===== src/rtl/mac_pkg.sv =====
`default_nettype none
// ============================================================================
//  Module   : mac_pkg
//  Purpose  : Shared constants for the MAC drain controller: the controller
//             state encoding and the drain latency (number of clock edges
//             between the last accepted term and the result capture).
//  Ports    : none (package)
//  Revision : 1.0 - initial release
// ============================================================================
package mac_pkg;

    // Controller state encoding
    localparam int          C_ST_W       = 2;
    localparam logic [1:0]  C_ST_ACCUM   = 2'd0;
    localparam logic [1:0]  C_ST_DRAIN   = 2'd1;
    localparam logic [1:0]  C_ST_CAPTURE = 2'd2;
    localparam logic [1:0]  C_ST_CLEAR   = 2'd3;

    // Edges from the last accepted term to the capture edge; this covers the
    // pipeline depth of the external multiply-accumulator.
    localparam int C_DRAIN_CYCLES = 5;
    localparam int C_CNT_W        = $clog2(C_DRAIN_CYCLES + 1);

endpackage : mac_pkg
`default_nettype wire


===== src/rtl/mac_requant.sv =====
`default_nettype none
// ============================================================================
//  Module   : mac_requant
//  Purpose  : Combinational requantiser. Treats the accumulator as signed,
//             optionally rounds half-up and arithmetic-shifts right by
//             i_shift, then saturates to a signed OUT_WIDTH result.
//  Ports    : i_acc   [ACC_W]       signed accumulator value
//             i_shift [SHIFT_WIDTH] right-shift amount (< ACC_W)
//             o_data  [OUT_WIDTH]   scaled, saturated result
//             o_sat                 high when the result was clipped
//  Revision : 1.0 - initial release
// ============================================================================
module mac_requant #(
    parameter int ACC_W       = 33,
    parameter int OUT_WIDTH   = 16,
    parameter int SHIFT_WIDTH = 6
) (
    input  logic [ACC_W-1:0]       i_acc,
    input  logic [SHIFT_WIDTH-1:0] i_shift,
    output logic [OUT_WIDTH-1:0]   o_data,
    output logic                   o_sat
);

    // One guard bit above the accumulator so adding the rounding constant
    // can never overflow.
    logic signed [ACC_W:0]         w_ext;
    logic signed [ACC_W:0]         w_rnd;
    logic signed [ACC_W:0]         w_sum;
    logic signed [ACC_W:0]         w_shr;
    // Bits that must all equal the sign for the value to fit in OUT_WIDTH
    logic [ACC_W-OUT_WIDTH+1:0]    w_hi;

    always_comb begin
        w_ext = $signed({i_acc[ACC_W-1], i_acc});
        w_rnd = '0;
        if (i_shift != '0) begin
            w_rnd = (ACC_W+1)'(1) << (i_shift - SHIFT_WIDTH'(1));
        end
        w_sum = w_ext + w_rnd;
        w_shr = w_sum >>> i_shift;
        w_hi  = w_shr[ACC_W:OUT_WIDTH-1];

        o_data = w_shr[OUT_WIDTH-1:0];
        o_sat  = 1'b0;
        if ((w_hi != '0) && (w_hi != '1)) begin
            o_sat = 1'b1;
            if (w_shr[ACC_W]) begin
                o_data = {1'b1, {(OUT_WIDTH-1){1'b0}}};
            end else begin
                o_data = {1'b0, {(OUT_WIDTH-1){1'b1}}};
            end
        end
    end

endmodule : mac_requant
`default_nettype wire


===== src/rtl/mac_drain.sv =====
`default_nettype none
// ============================================================================
//  Module   : mac_drain
//  Purpose  : Stream controller around an external multiply-accumulator.
//             Accepts image/kernel terms, waits for the MAC pipeline to drain
//             after the last term, captures the requantised result into a
//             single output slot, then pulses a clear to the MAC.
//  Ports    : clk, rst (async, active high)
//             in_img/in_ker/in_val/in_last/in_rdy  term input handshake
//             mac_img/mac_ker/mac_val              terms forwarded to the MAC
//             mac_clr                              registered MAC clear
//             mac_result [ACC_W]                   MAC accumulator output
//             cfg_shift                            right-shift amount
//             out_data/out_sat/out_val/out_rdy     result output handshake
//  Revision : 1.0 - initial release
// ============================================================================
module mac_drain
    import mac_pkg::*;
#(
    parameter int IMG_WIDTH   = 16,
    parameter int KER_WIDTH   = 16,
    parameter int OUT_WIDTH   = 16,
    parameter int SHIFT_WIDTH = 6,
    localparam int ACC_W      = IMG_WIDTH + KER_WIDTH + 1
) (
    input  logic                   clk,
    input  logic                   rst,
    input  logic [IMG_WIDTH-1:0]   in_img,
    input  logic [KER_WIDTH-1:0]   in_ker,
    input  logic                   in_val,
    input  logic                   in_last,
    output logic                   in_rdy,
    output logic [IMG_WIDTH-1:0]   mac_img,
    output logic [KER_WIDTH-1:0]   mac_ker,
    output logic                   mac_val,
    output logic                   mac_clr,
    input  logic [ACC_W-1:0]       mac_result,
    input  logic [SHIFT_WIDTH-1:0] cfg_shift,
    output logic [OUT_WIDTH-1:0]   out_data,
    output logic                   out_sat,
    output logic                   out_val,
    input  logic                   out_rdy
);

    localparam logic [C_CNT_W-1:0] C_CNT_LOAD = C_CNT_W'(C_DRAIN_CYCLES);
    localparam logic [C_CNT_W-1:0] C_CNT_ONE  = C_CNT_W'(1);

    logic [C_ST_W-1:0]    r_state;
    logic [C_CNT_W-1:0]   r_cnt;
    logic                 r_mac_clr;
    logic                 r_out_val;
    logic [OUT_WIDTH-1:0] r_out_data;
    logic                 r_out_sat;

    logic                 w_accept;
    logic                 w_drain_done;
    logic                 w_slot_free;
    logic                 w_capture;
    logic [OUT_WIDTH-1:0] w_q_data;
    logic                 w_q_sat;

    mac_requant #(
        .ACC_W       (ACC_W),
        .OUT_WIDTH   (OUT_WIDTH),
        .SHIFT_WIDTH (SHIFT_WIDTH)
    ) u_requant (
        .i_acc   (mac_result),
        .i_shift (cfg_shift),
        .o_data  (w_q_data),
        .o_sat   (w_q_sat)
    );

    assign in_rdy   = (r_state == C_ST_ACCUM);
    assign w_accept = in_val & in_rdy;
    assign mac_img  = in_img;
    assign mac_ker  = in_ker;
    assign mac_val  = w_accept;
    assign mac_clr  = r_mac_clr;
    assign out_data = r_out_data;
    assign out_sat  = r_out_sat;
    assign out_val  = r_out_val;

    // The slot can take a new result when empty or being emptied this cycle.
    assign w_slot_free  = ~r_out_val | out_rdy;
    // Edge at which the drain count reaches zero.
    assign w_drain_done = (r_state == C_ST_DRAIN) && (r_cnt == C_CNT_ONE);
    // The edge where the count reaches zero is itself the capture edge when
    // the slot is free, so the result lands exactly C_DRAIN_CYCLES edges after
    // the last term. Otherwise the controller parks in CAPTURE until it frees.
    assign w_capture    = (w_drain_done || (r_state == C_ST_CAPTURE)) && w_slot_free;

    always_ff @(posedge clk or posedge rst) begin
        if (rst) begin
            r_state    <= C_ST_ACCUM;
            r_cnt      <= '0;
            r_mac_clr  <= 1'b0;
            r_out_val  <= 1'b0;
            r_out_data <= '0;
            r_out_sat  <= 1'b0;
        end else begin
            r_mac_clr <= 1'b0;

            if (r_out_val && out_rdy) begin
                r_out_val <= 1'b0;
            end

            // cfg_shift only matters here: the requantiser output is sampled
            // on the capture edge and nowhere else.
            if (w_capture) begin
                r_out_data <= w_q_data;
                r_out_sat  <= w_q_sat;
                r_out_val  <= 1'b1;
            end

            case (r_state)
                C_ST_ACCUM: begin
                    if (w_accept && in_last) begin
                        r_cnt   <= C_CNT_LOAD;
                        r_state <= C_ST_DRAIN;
                    end
                end
                C_ST_DRAIN: begin
                    r_cnt <= r_cnt - C_CNT_ONE;
                    if (w_drain_done) begin
                        if (w_capture) begin
                            r_mac_clr <= 1'b1;
                            r_state   <= C_ST_CLEAR;
                        end else begin
                            r_state   <= C_ST_CAPTURE;
                        end
                    end
                end
                C_ST_CAPTURE: begin
                    if (w_capture) begin
                        r_mac_clr <= 1'b1;
                        r_state   <= C_ST_CLEAR;
                    end
                end
                C_ST_CLEAR: begin
                    r_state <= C_ST_ACCUM;
                end
                default: begin
                    r_state <= C_ST_ACCUM;
                end
            endcase
        end
    end

endmodule : mac_drain
`default_nettype wire

===== config.mk =====
export PLATFORM = sky130hd
export DESIGN_NAME = mac_drain
export DESIGN_NICKNAME = d
export VERILOG_FILES = /design/src/rtl/mac_pkg.sv /design/src/rtl/mac_requant.sv /design/src/rtl/mac_drain.sv
export SDC_FILE = /design/constraint.sdc
export NUM_CORES = 1
export LEC_CHECK = 0
export CAP_MARGIN = 20
export CORE_MARGIN = 3
export CORE_UTILIZATION = 55
export CTS_CLUSTER_DIAMETER = 120
export DETAILED_ROUTE_END_ITERATION = 6
export GPL_TIMING_DRIVEN = 0
export PLACE_DENSITY = 0.95
export SETUP_SLACK_MARGIN = 0.1
export SYNTH_ARGS = -nofsm -noshare
export SYNTH_HDL_FRONTEND = slang
export SYNTH_SLANG_ARGS = --single-unit

===== constraint.sdc =====
create_clock -name clk -period 3.9 [get_ports clk]
set_input_delay 0.585 -clock clk [delete_from_list [all_inputs] [get_ports clk]]
set_output_delay 0.585 -clock clk [all_outputs]
set_load 0.005 [all_outputs]

-- Word-level counts from Yosys, hierarchy flattened
Index checks and enable logic that the tools add are counted.
- $add $sub $neg: 3
- multiplexer cells: 16
- shift operators: 2
- bitwise operators: 3
- equal/unequal tests: 8
- reduce and logical (&&, ||, !) cells: 13
- operators with widths (kind ; count):
    $add 33x34->34 ; 1
    $mux 34 ; 1
    $shl 1x6->34 const A ; 1
    $sshr 34x6->34 ; 1
    $mux 16 ; 2
    $ne 19x19->1 const B ; 1
    $reduce_bool 19->1 ; 1
    $pmux 2 s4 ; 1
    $mux 1 ; 6
    $mux 2 ; 3
    $pmux 3 s2 ; 1
    $reduce_bool 6->1 ; 1
    $sub 6x1->6 const B ; 1
    $logic_and 1x1->1 ; 5
    $eq 2x2->1 const B ; 2
    $ne 2x2->1 const B ; 2
    $reduce_bool 2->1 ; 2
    $eq 3x1->1 const B ; 1
    $mux 3 ; 1
    $reduce_and 3->1 ; 1
    $sub 3x1->3 const B ; 1
    $eq 2x1->1 const B ; 1
    $logic_not 2->1 ; 1
    $ne 2x1->1 const B ; 1
    other kinds (6) ; 6
- logic and storage cells: 51
- output and inout bits: 53
- flip-flop bits (word level): 24

-- Logic depth before layout (Yosys ltp)
Gate-level depths: netlist of the first run.
- depth after elaboration: 8
- depth in mapped cells: 23

-- Cells and area by module
A second synthesis of the first run with hierarchy kept.
- cell total of the unflattened synthesis: 933
- area total of the unflattened synthesis: 6745.2 um^2
- by module, submodules not included (module ; area an instance (um^2) ; seq. area each (um^2) ; cells each ; instances):
    mac_requant ; 5385.2 ; 0.0 ; 822 ; 1
    mac_drain ; 1360.1 ; 600.6 ; 111 ; 1

-- Worst setup path before layout of the first run
Ideal clock, no wire load.
- kind: in2reg
- start: in cfg_shift[2]
- end: reg r_out_data[13], in the netlist out_data[13]
- library setup time: 0.123 ns
- path slack: -1.862 ns
- cell stages on the path: 22
- path buffers: 6
- data arrival time: 5.639 ns
- cell sequence: clkbuf_1 > clkbuf_1 > clkbuf_1 > buf_1 > nand3_1 > nor2_1 > ha_1 > buf_2 > a21oi_2 > o21ai_1 > a32o_1 > or4_1 > nand3_1 > o31ai_1 > a221o_1 > mux4_2 > nor3_2 > nand4_1 > o41ai_2 > a2bb2oi_2 > buf_6 > o221a_1
- word-level cells in the longest chain between the ends: 8
- ends and longest elaborated chain (item ; line ; RTL):
    start, declared ; mac_drain.sv:38 ; input logic [SHIFT_WIDTH-1:0] cfg_shift,
    $sub 6x1->6 ; mac_requant.sv:37 ; w_rnd = (ACC_W+1)'(1) << (i_shift - SHIFT_WIDTH'(1));
    $shl 1x6->34 ; mac_requant.sv:37 ;
    $mux 34 ; mac_requant.sv:36 ; if (i_shift != '0) begin
    $add 33x34->34 ; mac_requant.sv:39 ; w_sum = w_ext + w_rnd;
    $sshr 34x6->34 * ; mac_requant.sv:40 ; w_shr = w_sum >>> i_shift;
    $ne 19x19->1 / $reduce_bool 19->1 (equally long branches) ; mac_requant.sv:45 ; if ((w_hi != '0) && (w_hi != '1)) begin
    $logic_and 1x1->1 ; mac_requant.sv:45 ;
    $mux 16 * ; mac_requant.sv:45 ;
    end signal, assigned ; mac_drain.sv:110 ; r_out_data <= w_q_data;
    end, declared ; mac_drain.sv:52 ; logic [OUT_WIDTH-1:0] r_out_data;
Mark *: on every way between the ends. The rest lies on a longest branch, timed or not.
A chain may end at the register's enable or synchronous reset.

-- Final worst setup path of the first run
- start: in cfg_shift[2]
- end: reg r_out_data[4], in the netlist out_data[4]
The elaborated chain is that of the path after synthesis.

==> results_dict.tcl, run 1 <==
set metrics [dict create \
    totalNegativeSetupSlack_ns -23.46 \
    p_switching_w 0.0009876 \
    clock_path_buffers 2 \
    crit_path_end_kind "register" \
    first_global_vias 8671 \
    worst_r2r_startpoint "r_state[1]$_DFFE_PP0P_" \
    p_int_w 0.001327 \
    timing.fmax_mhz 185.0 \
    synth-edff-count 0 \
    max_slew.worst_pin.slew_ns 0.9483 \
    viasPerCell 7.676 \
    post_synthesis_share_of_cell_area_spent_on_and_or_nand_and_nor_gates 0.2603 \
    combPwrFrac 0.708 \
    synth_seq_cells 24 \
    cts_buffer_count 3 \
    design.final.nets 1259 \
    grt_max_degree 25 \
    syn_nets 1060 \
    synthesis.area_um2 6546 \
    outcome "finished with violations" \
    placementRows 39 \
    routed_wirelength_um 32040 \
    postPlaceCellArea_um2 7940 \
    antenna_left 0 \
    area_growth_pct 51.15 \
    cts.sinks 24 \
    post_synth_xor_area_fraction 0.02676 \
    dominant_combinational_cell_family_by_area_after_synthesis "compound AO/OA/AOI/OAI gates" \
    initial_util 0.5684 \
    layout_common_cells "sky130_fd_sc_hd__buf_4 (136), sky130_fd_sc_hd__nor2_1 (110), sky130_fd_sc_hd__clkdlybuf4s50_1 (90)" \
    global_route.usage.total 0.4122 \
    drtPass1Iterations 7 \
    die_w_um 115.1 \
    pleak_nw 4.049 \
    ports_placed_on_the_boundary 129 \
    min_period_ns 5.405 \
    die_area_um2 13250 \
    gr-total-overflow 0 \
    report.final.setup_viol 16 \
    ff2ff_setup_slack_ns 1.29 \
    stdcell_area_um2 9894 \
    synth_async_sr_flop_share 1.000 \
    timing.final.max_slew_violations 0 \
    failed_checks "design-rule violations, negative setup slack" \
    final.fill_count 653 \
    timing.critical_path.fanout_max 7 \
    dp_hpwl_um 20070 \
    grt_setup_unrepaired "yes" \
    worst_hold_path_ep "out_sat$_DFFE_PP0P_" \
    ys.warnings.count 0 \
    max_cap_violations 0 \
    switching_share 0.4267 \
    synth_compound_area_frac 0.3696 \
    crit_path_start "cfg_shift[2]" \
    post_route_cells_drive_above_1_share 0.3047 \
    die_y_um 115.1 \
    timing.slew.headroom 0.3671 \
    hold_path.startpoint "out_sat$_DFFE_PP0P_" \
    critical_path_class "in -> reg" \
    clk_latency_worst_skew_pair_ns 0.26 \
    yosysUniqueCellTypes 85 \
    part_of_the_yosys_area_used_for_sequential_elements 0.09174 \
    synth_area_per_cell_um2 6.927 \
    crit_arrival_ns 5.60 \
    setup_slack_ns -1.505 \
    final_min_period_over_clock_period 1.386 \
    ir_worst_vdd_v 0.0003167 \
    min_path_cells 1 \
    critPathLaunchType "input pin" \
    data_required_critical_path_ns 4.09 \
    report.final.hold_viol_count 0 \
    worstHoldPathType "reg -> reg" \
    remaining_drc_errors 93 \
    fp.coreArea_um2 11520 \
    cts_tree "done" \
    yosys_most_used_dff "sky130_fd_sc_hd__dfrtp_1" \
    most_common_cell_after_layout_fill_and_taps_aside "sky130_fd_sc_hd__buf_4" \
    muxShareOfSynthArea 0.08429 \
    finClkSkew_ns 0.002086 \
    clock_root_buffer_master "sky130_fd_sc_hd__clkbuf_16" \
    rr_worst_depth 11 \
    drt_iter0_drc 1984 \
    share_seq_of_total_power 0.197 \
    total_power_after_layout_w 0.002315 \
    syn_inst 945 \
    wire_length_of_the_first_global_routing_pass_um 44150 \
    clk_pin_slew_worst_paths_ns 0.06 \
    cellPowerDensity_nw_per_um2 233.9 \
    yosys.area_share.adder 0.07569 \
    htree_levels 1 \
    share_clk_of_total_power 0.096 \
    gp_congestion 1.026 \
    avgRoutedWirePerCell_um 24.94 \
    r2r-end "out_data[4]$_DFFE_PP0P_" \
    placement.io_buffers 95 \
    route.vias.total 9864 \
    antenna_diode_instance_count 0 \
    grt_antenna_before_repair 0 \
]
-- area by class of cell --
| cell class | count | area [um2] | share of cell area |
|---|---|---|---|
| flip-flops and latches | 24 | 600.6 | 0.06070 |
| repair buffers | 197 | 1747 | 0.1765 |
| inverters | 24 | 112.6 | 0.01138 |
| well taps | 143 | 178.9 | 0.01808 |
| plain buffers | 91 | 867.1 | 0.08763 |
| clock buffers | 3 | 75.07 | 0.007587 |
| multi-input cells | 803 | 6314 | 0.6381 |
-- worst max-delay path by stage --
stage                               end  slack [ns]  cells after the start
2_1_floorplan  out_data[13]$_DFFE_PP0P_       -1.10                     21
3_3_place_gp    out_data[2]$_DFFE_PP0P_       -2.97                     22
3_5_place_dp    out_data[2]$_DFFE_PP0P_       -2.99                     19
4_1_cts         out_data[2]$_DFFE_PP0P_       -1.23                     22
5_1_grt         out_data[2]$_DFFE_PP0P_       -1.63                     21
6_report        out_data[4]$_DFFE_PP0P_       -1.50                     23
-- timing repair --
| action | in CTS | in global routing |
|---|---|---|
| endpoints found under the setup margin | 17 | 16 |
| hold buffers | 0 | 0 |
| resized for setup | 183 | 111 |
| pin swaps | 50 | 54 |
| gates cloned | 3 | 0 |
| buffers inserted | 54 | 45 |
-- sequential cells by signal, indices dropped and copies added (netlist names) --
register  count
mac_clr       1
out_val       1
out_sat       1
r_state       2
out_data     16
r_cnt         3
-- synth_stat cells, drive strengths merged (17+ instances only) --
master	number	area, um2
nor2	124	465.5
dfrtp	24	600.6
ha	38	475.5
nand3	30	150.1
nand4	30	193.9
nand2	82	307.8
o211ai	17	127.6
a211oi	22	165.2
nor3	22	115.1
inv	20	75.07
o21ai	67	342.8
a21oi	70	361.6
buf	60	381.6
mux2i	36	360.4
clkbuf	34	127.6
o21a	19	142.6
-- power groups by stage --
stage	registers, W	logic, W	clock network [W]
global route	0.000464	0.00172	0.000233
floorplan	0.000450	0.000797	0
detailed placement	0.000454	0.00132	0
global placement	0.000447	0.00129	0
CTS	0.000451	0.00146	0.000219
finish	0.000456	0.00164	0.000221
-- metal layers --
metal  up-vias  part of all wire  global-route usage
li1       3995                 -                   -
met1      4479              0.35              0.5374
met2      1050              0.41              0.6389
met3       340              0.16              0.1205
met4         0             0.079              0.1682
met5         -                 0                   0
-- cells by family (layout without fill, tap and decap cells) --
logic type,after synthesis,count (layout)
adders and majority gates,39,39
muxes,47,47
and+or+nand+nor,358,358
buffers and inverters,118,315
xor gates and xnor gates,20,20
DFF,24,24
AOI/OAI and AO/OA,339,339
-- stage by stage --
stage	setup WS [ns]	cells	util	hold slack (ns)
CTS	-1.226	1241	0.7962	0.4967
detailed placement	-2.990	1183	0.6895	0.4833
finish	-1.505	1285	0.8592	0.4972
floorplan	-1.099	945	-	0.4498
global route	-1.629	1285	0.8592	0.5112
global placement	-2.973	1183	0.6895	0.4675
-- critical path, cell delays in order --
cell                        delay, ns
sky130_fd_sc_hd__buf_12          0.10
sky130_fd_sc_hd__inv_8           0.04
sky130_fd_sc_hd__buf_4           0.15
sky130_fd_sc_hd__nor2_4          0.25
sky130_fd_sc_hd__nand2_2         0.19
sky130_fd_sc_hd__nor2_2          0.16
sky130_fd_sc_hd__ha_4            0.22
sky130_fd_sc_hd__o211ai_1        0.28
sky130_fd_sc_hd__a21oi_4         0.11
sky130_fd_sc_hd__buf_4           0.15
sky130_fd_sc_hd__o211ai_1        0.46
sky130_fd_sc_hd__a21oi_2         0.15
sky130_fd_sc_hd__buf_4           0.17
sky130_fd_sc_hd__nor3_4          0.30
sky130_fd_sc_hd__nor3_1          0.08
sky130_fd_sc_hd__a211o_1         0.34
sky130_fd_sc_hd__a221oi_1        0.55
sky130_fd_sc_hd__nor2b_1         0.13
sky130_fd_sc_hd__and4_1          0.26
sky130_fd_sc_hd__a21boi_2        0.29
sky130_fd_sc_hd__a2bb2oi_4       0.29
sky130_fd_sc_hd__buf_6           0.17
sky130_fd_sc_hd__o221a_1         0.18
(Power assumes the default switching activity.)
==> run 2, diff against run 1 <==
- PLACE_DENSITY: 0.95 -> 0.94
==> results_dict.tcl, run 2 (synthesis gave the netlist of run 1 again) <==
set metrics [dict create \
    route.vias.total 10240 \
    min_period_ns 5.416 \
    cpMaxStageDelayCell "sky130_fd_sc_hd__nor4_4" \
    max_ffs_per_register 16 \
    grt_setup_unrepaired "yes" \
    initial_util 0.5684 \
    remaining_drc_errors 38 \
    first_global_vias 8650 \
    design.final.nets 1266 \
    timing.fmax_mhz 184.7 \
    placement.io_buffers 95 \
    area_growth_pct 55.77 \
    avgRoutedWirePerCell_um 27.33 \
    most_common_cell_after_layout_fill_and_taps_aside "sky130_fd_sc_hd__buf_4" \
    timing.final.max_slew_violations 0 \
    timing.critical_path.fanout_max 10 \
    report.final.hold_viol_count 0 \
    dp_cells 1183 \
    switching_share 0.4400 \
    outcome "finished with violations" \
    clock_path_buffers 2 \
    pleak_nw 4.175 \
    timing.slew.headroom 0.3362 \
    p_int_w 0.001335 \
    setup_slack_ns -1.516 \
    cts_hold_repair.buffers 0 \
    gr-total-overflow 0 \
    clk_pin_slew_worst_paths_ns 0.07 \
    finClkSkew_ns 0.003061 \
    worstHoldPathType "reg -> reg" \
    cts_buffer_count 3 \
    cts.sinks 24 \
    placementRows 39 \
    routed_wirelength_um 35310 \
    crit_arrival_ns 5.56 \
    instance_count_on_the_critical_path 23 \
    critical-path-top-delay-family "compound AO/OA/AOI/OAI gates" \
    failed_checks "design-rule violations, negative setup slack" \
    p_switching_w 0.001049 \
    max_cap_violations 0 \
    htree_levels 1 \
    clk_latency_worst_skew_pair_ns 0.27 \
    critPathLaunchType "input pin" \
    grt_max_degree 25 \
    final_min_period_over_clock_period 1.389 \
    crit_path_end_kind "register" \
    global_route.usage.total 0.4297 \
    die_area_um2 13250 \
    drt_iter0_drc 2012 \
    combPwrFrac 0.708 \
    drtPass1Iterations 7 \
    ports_placed_on_the_boundary 129 \
    max_slew.worst_pin.slew_ns 0.9946 \
    ir_worst_vdd_v 0.0003921 \
    clock_root_buffer_master "sky130_fd_sc_hd__clkbuf_16" \
    finish.cell_count_without_fillers 1292 \
    critPathMaxStageDelay_ns 0.51 \
    cts_tree "done" \
    viasPerCell 7.924 \
    post_route_cells_drive_above_1_share 0.3351 \
    fp.coreArea_um2 11520 \
    data_required_critical_path_ns 4.05 \
    share_seq_of_total_power 0.194 \
    critical_path_class "in -> reg" \
    dp_worst_setup_slack_ns -3.094 \
    cellPowerDensity_nw_per_um2 233.8 \
    critical_path.cell_chain "buf_6, inv_4, clkbuf_8, nand2_1, clkbuf_8, buf_12, nor2_1, ha_1, buf_4, nand4_1, nor4_4, o211ai_1, buf_4, a21oi_2, o21a_2, o21ai_2, and4_4, a221o_1, or4_4, o41ai_4, a2bb2oi_4, buf_6, o221a_1" \
    wire_length_of_the_first_global_routing_pass_um 45520 \
    final_core_utilization 0.8855 \
    antenna_left 0 \
    die_w_um 115.1 \
    grt_antenna_before_repair 0 \
    layout_common_cells "sky130_fd_sc_hd__buf_4 (135), sky130_fd_sc_hd__nor2_1 (97), sky130_fd_sc_hd__clkdlybuf4s50_1 (90)" \
    min_path_cells 1 \
    dp_hpwl_um 20510 \
    antenna_diode_instance_count 0 \
    gp_congestion 1.027 \
    report.final.setup_viol 16 \
    ff2ff_setup_slack_ns 1.21 \
    die_y_um 115.1 \
    share_clk_of_total_power 0.099 \
    buffers_plus_inverters_on_the_worst_setup_path 8 \
    rr_worst_depth 8 \
]
[run 2: changes by cell type in the layout (fill, tap and decap cells not counted), sizes merged]
cell / delta
clkbuf: +1
inv: -1
clkinv: +1
buf: +6
[run 2: worst paths after layout]
| kind | start | to |
|---|---|---|
| worst min register to register | out_sat$_DFFE_PP0P_ | out_sat$_DFFE_PP0P_ |
| worst max-delay path | cfg_shift[0] | out_data[13]$_DFFE_PP0P_ |
| min in group asynchronous | rst | out_data[9]$_DFFE_PP0P_ |
| max in group asynchronous | rst | out_data[2]$_DFFE_PP0P_ |
| worst max register to register | r_state[1]$_DFFE_PP0P_ | r_state[0]$_DFFE_PP0P_ |
| worst min-delay path | out_sat$_DFFE_PP0P_ | out_sat$_DFFE_PP0P_ |
[run 2: layer usage]
metal / GRT usage / vias up / wire length, um
li1: - / 4016 / -
met1: 0.5664 / 4554 / 12020
met2: 0.6651 / 1231 / 14260
met3: 0.1311 / 437 / 5924
met4: 0.1526 / 0 / 3102
met5: 0 / - / 0
[run 2: area by class of cell]
type	count	area, um2
plain buffers	90	849.6
clock buffers	3	75.07
fillers	570	1319
inverters	24	117.6
multi-input cells	803	6521
flip-flops and latches	24	600.6
well taps	143	178.9
repair buffers	205	1854
[run 2: per-stage QoR]
step | hold slack, ns | instance area (um2) | setup TNS [ns] | total power [W]
floorplan | 0.4498 | 6810 | -16.79 | 0.001247
global route | 0.5296 | 10200 | -24.68 | 0.002477
detailed placement | 0.4787 | 7940 | -49.40 | 0.001783
CTS | 0.4924 | 9363 | -17.88 | 0.002176
finish | 0.4923 | 10200 | -23.44 | 0.002384
global placement | 0.4770 | 7940 | -49.50 | 0.001746
[run 2: timing repair]
action                                  in CTS  in global routing
pin swaps                                   66                 53
gates cloned                                 3                  0
setup buffers                               61                 46
resized for setup                          215                119
endpoints found under the setup margin      17                 17
[run 2: power groups by stage]
stage               combinational [W]  clock (W)  sequential, W
global route                  0.00177   0.000240       0.000468
CTS                           0.00150   0.000227       0.000453
global placement              0.00130          0       0.000445
floorplan                    0.000797          0       0.000450
detailed placement            0.00133          0       0.000455
finish                        0.00169   0.000235       0.000462
